$ cat src/rtl/uart_tx_arbiter.sv
// -----------------------------------------------------------------------------
// uart_tx_arbiter
//
// Shares one UART transmitter between NREQ byte producers. Requesters are
// served round-robin, one byte per grant. After each frame (transmitter done
// or watchdog expiry) the arbiter holds an inter-frame gap of IFG_CYC cycles
// before arbitrating again.
//
// Ports:
//   clk          system clock
//   rst          synchronous active-high reset
//   req          per-requester request level
//   req_data     byte of requester i in bits [8i+7:8i]
//   ack          one-cycle pulse, one-hot: requester's byte was taken
//   tx_din       byte presented to the transmitter (held until next issue)
//   tx_first     one-cycle start pulse to the transmitter
//   tx_done      transmitter done level; only its rising edge is used
//   grant_id     index of the requester currently being served
//   busy         high whenever the arbiter is not idle
//   err_timeout  one-cycle pulse when the transmitter never reported done
// -----------------------------------------------------------------------------
module uart_tx_arbiter #(
  parameter int NREQ        = 4,
  parameter int IFG_CYC     = 16,
  parameter int TIMEOUT_CYC = 120000,
  parameter int TW          = $clog2(TIMEOUT_CYC + 1)
) (
  input  logic                    clk,
  input  logic                    rst,
  input  logic [NREQ-1:0]         req,
  input  logic [8*NREQ-1:0]       req_data,
  output logic [NREQ-1:0]         ack,
  output logic [7:0]              tx_din,
  output logic                    tx_first,
  input  logic                    tx_done,
  output logic [$clog2(NREQ)-1:0] grant_id,
  output logic                    busy,
  output logic                    err_timeout
);

  localparam int IW = $clog2(NREQ);
  localparam int GW = $clog2(IFG_CYC + 1);

  typedef enum logic [1:0] {
    S_IDLE,
    S_ISSUE,
    S_WAIT,
    S_GAP
  } state_t;

  state_t          state_q;
  logic [IW-1:0]   rr_ptr_q;
  logic [TW-1:0]   timer_q;
  logic [GW-1:0]   gap_q;
  logic            done_q;
  logic [NREQ-1:0] ack_q;
  logic [7:0]      tx_din_q;
  logic            tx_first_q;
  logic [IW-1:0]   grant_id_q;
  logic            busy_q;
  logic            err_q;

  logic            done_rise;
  logic            win_valid;
  logic [IW-1:0]   win_idx;
  logic [7:0]      win_byte;

  assign done_rise = tx_done & ~done_q;

  // Round-robin winner: scan offsets from the pointer downwards so that the
  // smallest offset (closest to rr_ptr, wrapping) is the last to be written.
  always_comb begin
    win_valid = 1'b0;
    win_idx   = '0;
    win_byte  = '0;
    for (int k = NREQ - 1; k >= 0; k--) begin
      if (req[(int'(rr_ptr_q) + k) % NREQ]) begin
        win_valid = 1'b1;
        win_idx   = IW'((int'(rr_ptr_q) + k) % NREQ);
        win_byte  = req_data[((int'(rr_ptr_q) + k) % NREQ) * 8 +: 8];
      end
    end
  end

  always_ff @(posedge clk) begin
    if (rst) begin
      state_q    <= S_IDLE;
      rr_ptr_q   <= '0;
      timer_q    <= '0;
      gap_q      <= '0;
      done_q     <= 1'b0;
      ack_q      <= '0;
      tx_din_q   <= '0;
      tx_first_q <= 1'b0;
      grant_id_q <= '0;
      busy_q     <= 1'b0;
      err_q      <= 1'b0;
    end else begin
      done_q     <= tx_done;
      // Pulse outputs default low; only the transitions below raise them.
      ack_q      <= '0;
      tx_first_q <= 1'b0;
      err_q      <= 1'b0;
      case (state_q)
        S_IDLE: begin
          if (win_valid) begin
            state_q          <= S_ISSUE;
            tx_din_q         <= win_byte;
            tx_first_q       <= 1'b1;
            ack_q[win_idx]   <= 1'b1;
            grant_id_q       <= win_idx;
            rr_ptr_q         <= (win_idx == IW'(NREQ - 1)) ? '0 : win_idx + 1'b1;
            busy_q           <= 1'b1;
          end
        end
        S_ISSUE: begin
          timer_q <= '0;
          state_q <= S_WAIT;
        end
        S_WAIT: begin
          // A done edge wins over a simultaneous expiry.
          if (done_rise) begin
            state_q <= S_GAP;
            timer_q <= '0;
            gap_q   <= '0;
          end else if (timer_q == TW'(TIMEOUT_CYC - 1)) begin
            err_q   <= 1'b1;
            state_q <= S_GAP;
            timer_q <= '0;
            gap_q   <= '0;
          end else begin
            timer_q <= timer_q + 1'b1;
          end
        end
        S_GAP: begin
          if (gap_q == GW'(IFG_CYC - 1)) begin
            state_q <= S_IDLE;
            busy_q  <= 1'b0;
          end else begin
            gap_q <= gap_q + 1'b1;
          end
        end
        default: begin
          state_q <= S_IDLE;
          busy_q  <= 1'b0;
        end
      endcase
    end
  end

  assign ack         = ack_q;
  assign tx_din      = tx_din_q;
  assign tx_first    = tx_first_q;
  assign grant_id    = grant_id_q;
  assign busy        = busy_q;
  assign err_timeout = err_q;

endmodule
$ cat config.mk
export PLATFORM = sky130hd
export DESIGN_NAME = uart_tx_arbiter
export DESIGN_NICKNAME = d
export VERILOG_FILES = /design/src/rtl/uart_tx_arbiter.sv
export SDC_FILE = /design/constraint.sdc
export NUM_CORES = 1
export LEC_CHECK = 0
export ABC_AREA = 1
export CORE_MARGIN = 1
export CORE_UTILIZATION = 34
export DETAILED_ROUTE_END_ITERATION = 10
export GPL_ROUTABILITY_DRIVEN = 0
export HOLD_SLACK_MARGIN = 0.05
export MAX_ROUTING_LAYER = met4
export SLEW_MARGIN = 5
export SYNTH_ARGS = -nofsm -noshare
export SYNTH_HDL_FRONTEND = slang
export SYNTH_SLANG_ARGS = --single-unit
$ cat constraint.sdc
create_clock -name clk -period 3.3 [get_ports clk]
set_input_delay 0.495 -clock clk [delete_from_list [all_inputs] [get_ports clk]]
set_output_delay 0.495 -clock clk [all_outputs]
set_load 0.02 [all_outputs]
==> flow_metrics.tcl <==
set metrics [dict create \
    die_w_um 99.67 \
    cts_sinks 44 \
    grt_antenna_before_repair 0 \
    ant_nets 0 \
    slew_violations 0 \
    synth_mux_area_frac 0 \
    holdCritStartpoint "timer_q[15]" \
    tns_ns 0 \
    core_area_um2 9240 \
    crit_chain "inv_2 -> nand2_2 -> nand2_4 -> nand2_2 -> nand2_4 -> inv_1 -> nand2_1 -> nand2_1 -> nand2_1 -> ha_1 -> inv_1 -> nand4_2 -> a21oi_2" \
    synth_fa_ha_area_frac 0.04244 \
    ctsResizeCount 0 \
    crit_type "reg -> reg" \
    synth-edff-count 0 \
    dp_hpwl_um 6049 \
    crit_slowest_cell "dfxtp_1" \
    synth_seq_cells 44 \
    cts_hold_buf 0 \
    io_pins 56 \
    grt_pass1_vias 2976 \
    fmax_mhz 406.7 \
    ff_latch_area_um2 880.8 \
    path_max_fanout 32 \
    synth_cells 525 \
    hold_slack_ns 0.4424 \
    nets 619 \
    period_minus_slack_ns 2.459 \
    multi_input_area_um2 1939 \
    ir_worst_vdd_v 0.0002520 \
    hold_viol 0 \
    postPlaceCellArea_um2 3839 \
    skew_ns 0.008545 \
    clkTransAtPathRegs_ns 0.09 \
    syn-mean-instance-area_um2 6.177 \
    synth.cell_area_um2 3243 \
    grt_pass1_wl_um 13150 \
    htree_levels 2 \
    drive_gt1_frac 0.07544 \
    grt_max_degree 39 \
    leakage_nw 1.705 \
    area_growth_pct 21.80 \
    clock_path_buffers 2 \
    die_area_um2 9933 \
    clock_latency_ns 0.30 \
    cp.required_ns 3.55 \
    clockRootBuffer "clkbuf_8" \
    rsz0062_at_grt "false" \
    grt_use_total 0.1690 \
    die_h_um 99.67 \
    dr.pass1.iters 4 \
    r2r_start "rr_ptr_q[0]" \
    drt_drc_violations_left 0 \
    drv_cap 0 \
    cp_top_family "simple AND/OR/NAND/NOR gates" \
    synth_xor_xnor_area_share 0.02160 \
    cpMostUsedCell "nand2_1" \
    fillers 976 \
    post_drt_wl_per_cell_um 10.97 \
    synthSimpleGateAreaFrac 0.3503 \
    outcome "completed" \
    timing.slew.headroom 0.6688 \
    cp_slowest_stage_delay_ns 0.59 \
    yosysSeqAreaShare 0.2716 \
    arrival_ns 2.71 \
    postCtsSetupBuffers 0 \
    fin_crit_sh 0.7451 \
    min-delay-path-class "reg -> reg" \
    synthDistinctLibCells 36 \
    endpoint_kind "flip-flop" \
    drtIter0Drc 119 \
    worst_setup_path_start_kind "flip-flop" \
    async_flop_share 0 \
    cp-startpoint "rr_ptr_q[0]" \
    yosys_most_used_dff "dfxtp_1" \
    powerDensity_nw_per_um2 745.2 \
    routed_wl_um 7669 \
    numCtsBuffers 5 \
    synth_nets 575 \
    cts_tree "yes" \
    via_per_inst 4.685 \
    synth-compound-area-share 0.1836 \
    worst-path-buf-inv 3 \
    synth_top_family_by_area "simple AND/OR/NAND/NOR gates" \
    worst_slew_pin_slew_ns 0.4916 \
    initial_utilization 0.3510 \
    fin_util 0.4275 \
    ys_warn_count 0 \
    antennaDiodeCount 0 \
    rows 35 \
    final_area_um2 3950 \
    io_buffers 55 \
    grt-ovfl-total 0 \
    via_count 3275 \
    finalSetupViolations 0 \
]
-- final timing paths --
check | to | slack [ns] | cells after the start
max | rr_ptr_q[0] | 0.84 | 13
min | timer_q[15] | 0.44 | 2
max reg2reg | rr_ptr_q[0] | 0.84 | 13
min reg2reg | timer_q[15] | 0.44 | 2
-- placed cells by master (no fill, tap or decap), types with 3 or more instances in the layout --
master / n
o21ai_1: 6
clkbuf_8: 5
nand2_2: 11
ha_1: 11
inv_2: 4
nor2_1: 49
nor3_1: 10
nand2_4: 6
inv_1: 66
dfxtp_1: 44
xor2_1: 7
nand2_1: 140
nand3_2: 3
buf_4: 3
o21ai_0: 63
o211ai_1: 8
a21oi_1: 30
nand3_1: 27
clkdlybuf4s50_1: 55
-- flip-flops by register name, indices dropped and copies added (netlist names) --
name and cells:
done_q 1, ack 4, tx_din 8, gap_q 5, rr_ptr_q 2, timer_q 17, busy 1, grant_id 2
state_q 2, err_timeout 1, tx_first 1
-- per-stage QoR --
step,instances,worst slack (ns),total power [mW]
2_1_floorplan,525,1.548,2.158
3_3_place_gp,691,0.9880,2.526
3_5_place_dp,691,0.8952,2.546
4_1_cts,699,0.8588,2.969
5_1_grt,699,0.5842,3.247
6_report,699,0.8411,2.944
-- cell families (layout without fill, tap and decap cells) --
group           Yosys count  in the layout
fa+ha+maj                11             11
simple gates            256            256
compound gates          112            112
xor+xnor                  8              8
flops                    44             44
buf+inv                  94            139
-- Yosys cell counts (all sizes together) (2+ instances only) --
| master | instances | area (µm²) |
|---|---|---|
| ha | 11 | 137.6 |
| nor4 | 2 | 12.51 |
| nor2 | 51 | 201.5 |
| nor3 | 10 | 50.05 |
| a211oi | 2 | 15.01 |
| a21oi | 31 | 158.9 |
| o211ai | 8 | 60.06 |
| nand2 | 157 | 661.9 |
| o21ai | 69 | 345.3 |
| buf | 16 | 120.1 |
| clkbuf | 5 | 18.77 |
| nand3 | 30 | 165.2 |
| xor2 | 7 | 61.31 |
| inv | 73 | 284.0 |
| nand4 | 3 | 25.02 |
| dfxtp | 44 | 880.8 |
-- cell type report --
type                            instances  share of cell area
Timing Repair Buffer                   58              0.1451
Clock buffer                            5             0.01742
Clock inverter                          3             0.01077
Tap cell                              129             0.04086
Inverter                               73             0.07190
Multi-Input combinational cell        387              0.4910
Sequential cell                        44              0.2230
-- worst reg2reg max path: stages, from the launching register on --
cell     delay, ns
dfxtp_1       0.59
inv_2         0.31
nand2_2       0.17
nand2_4       0.13
nand2_2       0.13
nand2_4       0.12
inv_1         0.15
nand2_1       0.08
nand2_1       0.09
nand2_1       0.11
ha_1          0.20
inv_1         0.09
nand4_2       0.11
a21oi_2       0.12
-- power by group --
group	switching, mW	internal [mW]
registers	0.0816	0.643
clock network	0.188	0.224
logic	1.18	0.631
total	1.45	1.50
-- layer usage --
| layer | global-route usage | vias up | wire [µm] |
|---|---|---|---|
| met1 | 0.2107 | 1426 | 3751 |
| met2 | 0.2759 | 70 | 3556 |
| met5 | - | - | 0 |
| met4 | 0.06109 | 0 | 96 |
| met3 | 0.02600 | 8 | 264 |
| li1 | - | 1771 | - |
Note: power is estimated with default switching activity, not from simulation.
